### src/rtl/msg_serialiser_if.sv
// FIFO-side and UART-side signals of msg_serialiser, bundled as one interface.
// master = the serialiser itself; slave = the FIFO/UART environment around it.
interface msg_serialiser_if #(
   parameter int unsigned WORD_SIZE        = 8,
   parameter int unsigned WORDS_PER_PACKET = 4,
   parameter int unsigned LEN_WIDTH        = $clog2(WORDS_PER_PACKET + 1)
);
   logic [WORD_SIZE*WORDS_PER_PACKET-1:0] data_in;
   logic [LEN_WIDTH-1:0]                  data_in_len;
   logic                                  data_in_ready;
   logic                                  data_in_req;
   logic                                  uart_ready;
   logic [WORD_SIZE-1:0]                  data_out;
   logic                                  data_out_req;
   logic                                  busy;

   modport master (
      input  data_in, data_in_len, data_in_ready, uart_ready,
      output data_in_req, data_out, data_out_req, busy
   );

   modport slave (
      output data_in, data_in_len, data_in_ready, uart_ready,
      input  data_in_req, data_out, data_out_req, busy
   );
endinterface

### src/rtl/msg_serialiser.sv
// Fetches one wide message from a FIFO and streams it word by word to a UART.
// Optional trailing XOR checksum word: define MSG_SERIALISER_CHECKSUM_EN.
module msg_serialiser #(
   parameter int unsigned WORD_SIZE        = 8,
   parameter int unsigned WORDS_PER_PACKET = 4,
   parameter int unsigned LEN_WIDTH        = $clog2(WORDS_PER_PACKET + 1),
   parameter bit          MSB_FIRST        = 1'b0
) (
   input  logic             clk,
   input  logic             n_reset,
   msg_serialiser_if.master bus
);

   localparam int unsigned CTR_W = LEN_WIDTH + 1;
   localparam int unsigned MSG_W = WORD_SIZE * WORDS_PER_PACKET;

   typedef enum logic [2:0] {
      S_IDLE,
      S_FETCH,
      S_LOAD,
      S_WAIT,
      S_SEND,
      S_GAP
   } state_t;

   state_t               r_state;
   state_t               w_next;

   logic [MSG_W-1:0]     r_msg;
   logic [LEN_WIDTH-1:0] r_len;
   logic [CTR_W-1:0]     r_ctr;
   logic [WORD_SIZE-1:0] r_data_out;
   logic                 r_data_in_req;
   logic                 r_data_out_req;
   logic                 r_busy;

   logic [LEN_WIDTH-1:0] w_len_clamp;
   logic [CTR_W-1:0]     w_len_ext;
   logic [CTR_W-1:0]     w_idx;
   logic [WORD_SIZE-1:0] w_word;
   logic [WORD_SIZE-1:0] w_tx_word;
   logic                 w_last;

   assign w_len_ext = CTR_W'(r_len);

   // Oversized lengths from the FIFO are clamped to the payload capacity.
   always_comb begin
      w_len_clamp = bus.data_in_len;
      if (bus.data_in_len > LEN_WIDTH'(WORDS_PER_PACKET)) begin
         w_len_clamp = LEN_WIDTH'(WORDS_PER_PACKET);
      end
   end

   // Word index for the current counter value in the configured order.
   always_comb begin
      if (MSB_FIRST) begin
         w_idx = w_len_ext - CTR_W'(1) - r_ctr;
      end else begin
         w_idx = r_ctr;
      end
   end

   always_comb begin
      w_word = '0;
      for (int unsigned i = 0; i < WORDS_PER_PACKET; i++) begin
         if (w_idx == CTR_W'(i)) begin
            w_word = r_msg[i*WORD_SIZE +: WORD_SIZE];
         end
      end
   end

`ifdef MSG_SERIALISER_CHECKSUM_EN
   logic [WORD_SIZE-1:0] r_chk;

   // Counter reaching len means the payload is done and the checksum is next.
   assign w_last    = (r_ctr == w_len_ext);
   assign w_tx_word = (r_ctr == w_len_ext) ? r_chk : w_word;
`else
   assign w_last    = ((r_ctr + CTR_W'(1)) == w_len_ext);
   assign w_tx_word = w_word;
`endif

   // State register.
   always_ff @(posedge clk or negedge n_reset) begin
      if (!n_reset) begin
         r_state <= S_IDLE;
      end else begin
         r_state <= w_next;
      end
   end

   // Next-state logic.
   always_comb begin
      w_next = r_state;
      case (r_state)
         S_IDLE:  if (bus.data_in_ready) w_next = S_FETCH;
         S_FETCH: w_next = S_LOAD;
         S_LOAD:  w_next = (w_len_clamp == '0) ? S_IDLE : S_WAIT;
         S_WAIT:  if (bus.uart_ready) w_next = S_SEND;
         S_SEND:  w_next = w_last ? S_IDLE : S_GAP;
         S_GAP:   w_next = S_WAIT;
         default: w_next = S_IDLE;
      endcase
   end

   // Datapath: message capture, word counter, output word and checksum.
   always_ff @(posedge clk or negedge n_reset) begin
      if (!n_reset) begin
         r_msg      <= '0;
         r_len      <= '0;
         r_ctr      <= '0;
         r_data_out <= '0;
`ifdef MSG_SERIALISER_CHECKSUM_EN
         r_chk      <= '0;
`endif
      end else begin
         case (r_state)
            S_LOAD: begin
               r_msg <= bus.data_in;
               r_len <= w_len_clamp;
               r_ctr <= '0;
`ifdef MSG_SERIALISER_CHECKSUM_EN
               r_chk <= '0;
`endif
            end
            S_WAIT: begin
               if (bus.uart_ready) begin
                  r_data_out <= w_tx_word;
               end
            end
            S_SEND: begin
               r_ctr <= r_ctr + CTR_W'(1);
`ifdef MSG_SERIALISER_CHECKSUM_EN
               if (r_ctr < w_len_ext) begin
                  r_chk <= r_chk ^ r_data_out;
               end
`endif
            end
            default: ;
         endcase
      end
   end

   // Strobes and busy are registered decodes of the state being entered.
   always_ff @(posedge clk or negedge n_reset) begin
      if (!n_reset) begin
         r_data_in_req  <= 1'b0;
         r_data_out_req <= 1'b0;
         r_busy         <= 1'b0;
      end else begin
         r_data_in_req  <= (w_next == S_FETCH);
         r_data_out_req <= (w_next == S_SEND);
         r_busy         <= (w_next != S_IDLE);
      end
   end

   assign bus.data_in_req  = r_data_in_req;
   assign bus.data_out_req = r_data_out_req;
   assign bus.data_out     = r_data_out;
   assign bus.busy         = r_busy;

endmodule
### src/flat_wrapper.sv
// flat-port wrapper written by rule: the top's interface ports become plain ports
module msg_serialiser_flat 
#(
   parameter int unsigned WORD_SIZE        = 8,
   parameter int unsigned WORDS_PER_PACKET = 4,
   parameter int unsigned LEN_WIDTH        = $clog2(WORDS_PER_PACKET + 1),
   parameter bit          MSB_FIRST        = 1'b0
)
  (clk, n_reset, bus_data_in, bus_data_in_len, bus_data_in_ready, bus_uart_ready, bus_data_in_req, bus_data_out, bus_data_out_req, bus_busy);
  msg_serialiser_if #(.WORD_SIZE(WORD_SIZE), .WORDS_PER_PACKET(WORDS_PER_PACKET), .LEN_WIDTH(LEN_WIDTH)) bus_i ();
  input  logic clk;
  input  logic n_reset;
  input wire logic [$bits(bus_i.data_in)-1:0] bus_data_in;
  input wire logic [$bits(bus_i.data_in_len)-1:0] bus_data_in_len;
  input wire logic [$bits(bus_i.data_in_ready)-1:0] bus_data_in_ready;
  input wire logic [$bits(bus_i.uart_ready)-1:0] bus_uart_ready;
  output wire logic [$bits(bus_i.data_in_req)-1:0] bus_data_in_req;
  output wire logic [$bits(bus_i.data_out)-1:0] bus_data_out;
  output wire logic [$bits(bus_i.data_out_req)-1:0] bus_data_out_req;
  output wire logic [$bits(bus_i.busy)-1:0] bus_busy;
  assign bus_i.data_in = bus_data_in;
  assign bus_i.data_in_len = bus_data_in_len;
  assign bus_i.data_in_ready = bus_data_in_ready;
  assign bus_i.uart_ready = bus_uart_ready;
  assign bus_data_in_req = bus_i.data_in_req;
  assign bus_data_out = bus_i.data_out;
  assign bus_data_out_req = bus_i.data_out_req;
  assign bus_busy = bus_i.busy;
  msg_serialiser #(.WORD_SIZE(WORD_SIZE), .WORDS_PER_PACKET(WORDS_PER_PACKET), .LEN_WIDTH(LEN_WIDTH), .MSB_FIRST(MSB_FIRST)) u_core (.clk(clk), .n_reset(n_reset), .bus(bus_i));
endmodule
### config.mk
export PLATFORM = sky130hd
export DESIGN_NAME = msg_serialiser_flat
export DESIGN_NICKNAME = d
export VERILOG_FILES = /design/src/rtl/msg_serialiser_if.sv /design/src/rtl/msg_serialiser.sv /design/src/flat_wrapper.sv
export SDC_FILE = /design/constraint.sdc
export NUM_CORES = 1
export LEC_CHECK = 0
export ABC_CLOCK_PERIOD_IN_PS = 1590
export CAP_MARGIN = 20
export CELL_PAD_IN_SITES_DETAIL_PLACEMENT = 0
export CELL_PAD_IN_SITES_GLOBAL_PLACEMENT = 2
export CORE_UTILIZATION = 30
export DETAILED_ROUTE_END_ITERATION = 7
export GPL_TIMING_DRIVEN = 0
export PLACE_DENSITY_LB_ADDON = 0.25
export SLEW_MARGIN = 15
export SYNTH_ARGS = -nofsm -noshare
export SYNTH_HDL_FRONTEND = slang
export SYNTH_SLANG_ARGS = --single-unit
### constraint.sdc
create_clock -name clk -period 1.59 [get_ports clk]
set_input_delay 0.477 -clock clk [delete_from_list [all_inputs] [get_ports clk]]
set_output_delay 0.477 -clock clk [all_outputs]
set_load 0.005 [all_outputs]
==> summary.md <==
| Metric | Value |
|---|---|
| Gr ovfl total | `0` |
| Netlist cell types | `32` |
| Slowest CP cell | `dfrtp_2` |
| Synth-to-layout area growth | `40.9%` |
| Fmax | `591 MHz` |
| Layout Utilization | `0.439` |
| Leakage | `1.43 nW` |
| Post-route ant nets | `0` |
| Period minus WS final | `~1700 ps` |
| Number of DRC markers in iteration 0 | `54` |
| Worst-path fanout max | `4` |
| Fin. max-slew vios | `0` |
| Vias in the first global route | `1,791` |
| Syn Nets | `237` |
| HP Class | `in2async` |
| Setup TNS Final | `-598 ps` |
| Routability cong. | `0.764` |
| Fin. Hold Viols | `0` |
| Die Width | `91.6 µm` |
| Final total power | `6.36 mW` |
| Std-Cell Rows | `32` |
| TritonCTS clock tree | `built` |
| Die Span Y | `91.6 µm` |
| Register area share after synthesis | `0.551` |
| Cells after DPL | `345` |
| P_sw | `2.19 mW` |
| Critical path startpoint category | `register` |
| Initial core utilization | `0.311` |
| Critical path capture point type | `register` |
| FF+latch count, synth | `53` |
| Hpwl dp | `approximately 3800 µm` |
| Worst setup path category | `reg2reg` |
| Cell Area, Placed | `3030 µm²` |
| Syn Inst Count | `194` |
| Async SR Flop Fraction | `1.00` |
| Share of power burned in registers | `0.368` |
| Top_reg_cell synth | `dfrtp_1` |
| Area of the core | `7730 µm²` |
| # port buffers | `49` |
| Nets | `between 300 and 400` |
| Ant. Diodes | `0` |
| Number of max-cap violations | `0` |
| Vias/cell | `4.77` |
| Mean post-synth cell area | `about 12 µm²` |
| Initial antenna violation count | `0` |
| CP required | `1780 ps` |
| Fillers | `between 700 and 800` |
| Setup Skew | `14.0 ps` |
| Reg clk slew, reported paths | `roughly 100 ps` |
| Vias | `1,755` |
| Commonest non-fill, non-tap cell in the layout | `dfrtp_1` |
| Most frequent cells in the layout | `dfrtp_1 (51), clkdlybuf4s50_1 (37), mux2_2 (33)` |
| Area of the die | `between 8000 and 9000 µm²` |
| Net Sw Frac | `0.344` |
| Final WS setup | `-101 ps` |
| Outcome | `complete, but fails checks` |
| Part of the power in combinational logic | `0.509` |
| Largest net degree at the start of global routing | `54` |
| Unrepaired setup endpoints after global routing | `true` |
| Hold-fix buffers at CTS | `0` |
| Relative slew slack | `0.529` |
| Pwr dens | `~1900 nW/µm²` |
| CP Cell Sequence | `ha_4 -> xor2_2 -> or3_1 -> a311oi_2 -> o21ai_1` |
| Detailed-router iteration count before antenna repair | `4` |
| Layout cells sized above 1 | `0.316` |
| Clk sink count | `53` |
| Cell Area, Synth | `2410 µm²` |
| Routed len/inst | `around 15 µm` |
| Critical path arrival | `approximately 1900 ps` |
| Pint | `4.18 mW` |
| Number of flops mapped to enable cells by yosys | `0` |
| DR DRC count | `0` |
| H-Tree Depth | `2` |
| Deepest clock path buffer count | `2` |
| Skew-Pair Late Insertion Delay | `320 ps` |
| Root Buffer | `clkbuf_8` |
| Syn. warnings | `0` |
| Least-Margin Pin Slew | `between 700 and 800 ps` |
| First-pass GRT wire length | `9200 µm` |
| Clock power share | `0.124` |
| Slowest cell delay on critical path | `between 400 and 500 ps` |
| Worst vdd ir | `0.689 mV` |
| TritonCTS Buffers | `5` |
| # IOs | `50` |
| # setup viols final | `11` |
| Design area | `3390 µm²` |
| GRT Total Usage | `0.143` |
| Total Routed Length | `5580 µm` |
| Period utilization | `1.06` |
| Final Non-Filler Cells | `368` |
| Failing checks | `setup timing` |
cell usage after synthesis (2+ instances only):
| library cell | n | area [µm²] |
|---|---|---|
| a221o_1 | 8 | 80.1 |
| a22o_1 | 2 | 17.5 |
| a32oi_1 | 8 | 70.1 |
| buf_2 | 5 | 25.0 |
| buf_4 | 3 | 22.5 |
| clkbuf_1 | 2 | 7.51 |
| dfrtp_1 | 53 | 1330 |
| ha_1 | 4 | 50.1 |
| inv_1 | 5 | 18.8 |
| mux2_2 | 33 | 372 |
| nand2_1 | 13 | 48.8 |
| nand2b_1 | 9 | 56.3 |
| nand3b_1 | 2 | 15.0 |
| nand4b_1 | 2 | 17.5 |
| nor2_1 | 6 | 22.5 |
| nor2b_1 | 2 | 12.5 |
| nor3b_1 | 2 | 15.0 |
| nor3b_2 | 2 | 25.0 |
| o21ai_0 | 18 | 90.1 |
| o21ai_1 | 2 | 10.0 |
| xor2_1 | 2 | 17.5 |
worst max-delay path, delay by kind of cell (launching register included):
| family | cells | cell delay (ps) |
|---|---|---|
| AO/OA/AOI/OAI | 2 | 420 |
| XOR/XNOR | 1 | 180 |
| adder cells (fa/ha/maj) | 1 | 200 |
| flip-flops | 1 | 460 |
| AND/OR/NAND/NOR | 1 | 320 |
kinds of logic after synthesis:
| kind of cell | share of synthesized area |
|---|---|
| AO/OA/AOI/OAI | 0.123 |
| XOR/XNOR | 0.0109 |
| adder cells (fa/ha/maj) | 0.0208 |
| buffers and inverters | 0.0307 |
| flip-flops | 0.551 |
| multiplexers | 0.154 |
| AND/OR/NAND/NOR | 0.109 |
worst paths after layout:
check / cells past startpoint / slack [ps] / startpoint / endpoint
worst max-delay path: 5 / -100 / u_core.r_ctr[1] / u_core.bus.busy
worst min-delay path: 1 / 210 / n_reset / u_core.r_msg[28]
worst max register to register: 5 / -100 / u_core.r_ctr[1] / u_core.bus.busy
worst min register to register: 2 / 490 / u_core.bus.data_out[1] / u_core.bus.data_out[1]
max in group asynchronous: 1 / 900 / n_reset / u_core.r_ctr[1]
min in group clk: 2 / 490 / u_core.bus.data_out[1] / u_core.bus.data_out[1]
metal layers:
| layer | vias to the layer above | part of all wire | track usage |
|---|---|---|---|
| met3 | 11 | 0.031 | 0.0201 |
| met1 | 857 | 0.50 | 0.210 |
| met5 | - | 0 | 0 |
| met4 | 0 | 0.024 | 0.0622 |
| met2 | 38 | 0.44 | 0.210 |
| li1 | 849 | - | - |
repair_timing:
action,CTS,global route
gates resized for setup,41,15
endpoints found under the setup margin,40,27
gates cloned,1,0
buffers inserted,15,0
pin swaps,14,12
registers in the layout, indices dropped and copies added, names as in the netlist:
| signal | count |
|---|---|
| u_core.r_msg | 32 |
| u_core.bus.data_out | 8 |
| u_core.r_ctr | 4 |
| u_core.r_len | 3 |
| u_core.r_state | 3 |
| u_core.bus.busy | 1 |
| u_core.bus.data_in_req | 1 |
| u_core.bus.data_out_req | 1 |
stage by stage:
stage               worst slack (ps)  hold WS [ps]
floorplan                      -16.1           181
global placement               -1970           461
detailed placement              -370           471
CTS                             -119           236
global route                    -199           259
finish                          -101           207
power by group through the flow:
| stage | combinational (mW) | clock, mW | sequential (mW) |
|---|---|---|---|
| 6_report | 3.24 | 0.788 | 2.34 |
| 5_1_grt | 3.53 | 0.867 | 2.43 |
| 4_1_cts | 3.10 | 0.814 | 2.33 |
| 3_5_place_dp | 2.72 | 0 | 2.36 |
| 3_3_place_gp | 2.70 | 0 | 2.35 |
| 2_1_floorplan | 1.89 | 0 | 2.27 |
area by class of cell:
cell class / instances / area (µm²) / area share
timing repair buffer: 65 / 599 / 0.177
tap: 102 / 128 / 0.0376
clock buffer: 5 / 68.8 / 0.0203
clock inverter: 3 / 22.5 / 0.00664
multi-input combinational: 126 / 1110 / 0.329
buffer: 9 / 110 / 0.0325
inverter: 5 / 18.8 / 0.00554
sequential: 53 / 1330 / 0.392
No activity file was read; power rests on OpenSTA's default activity.
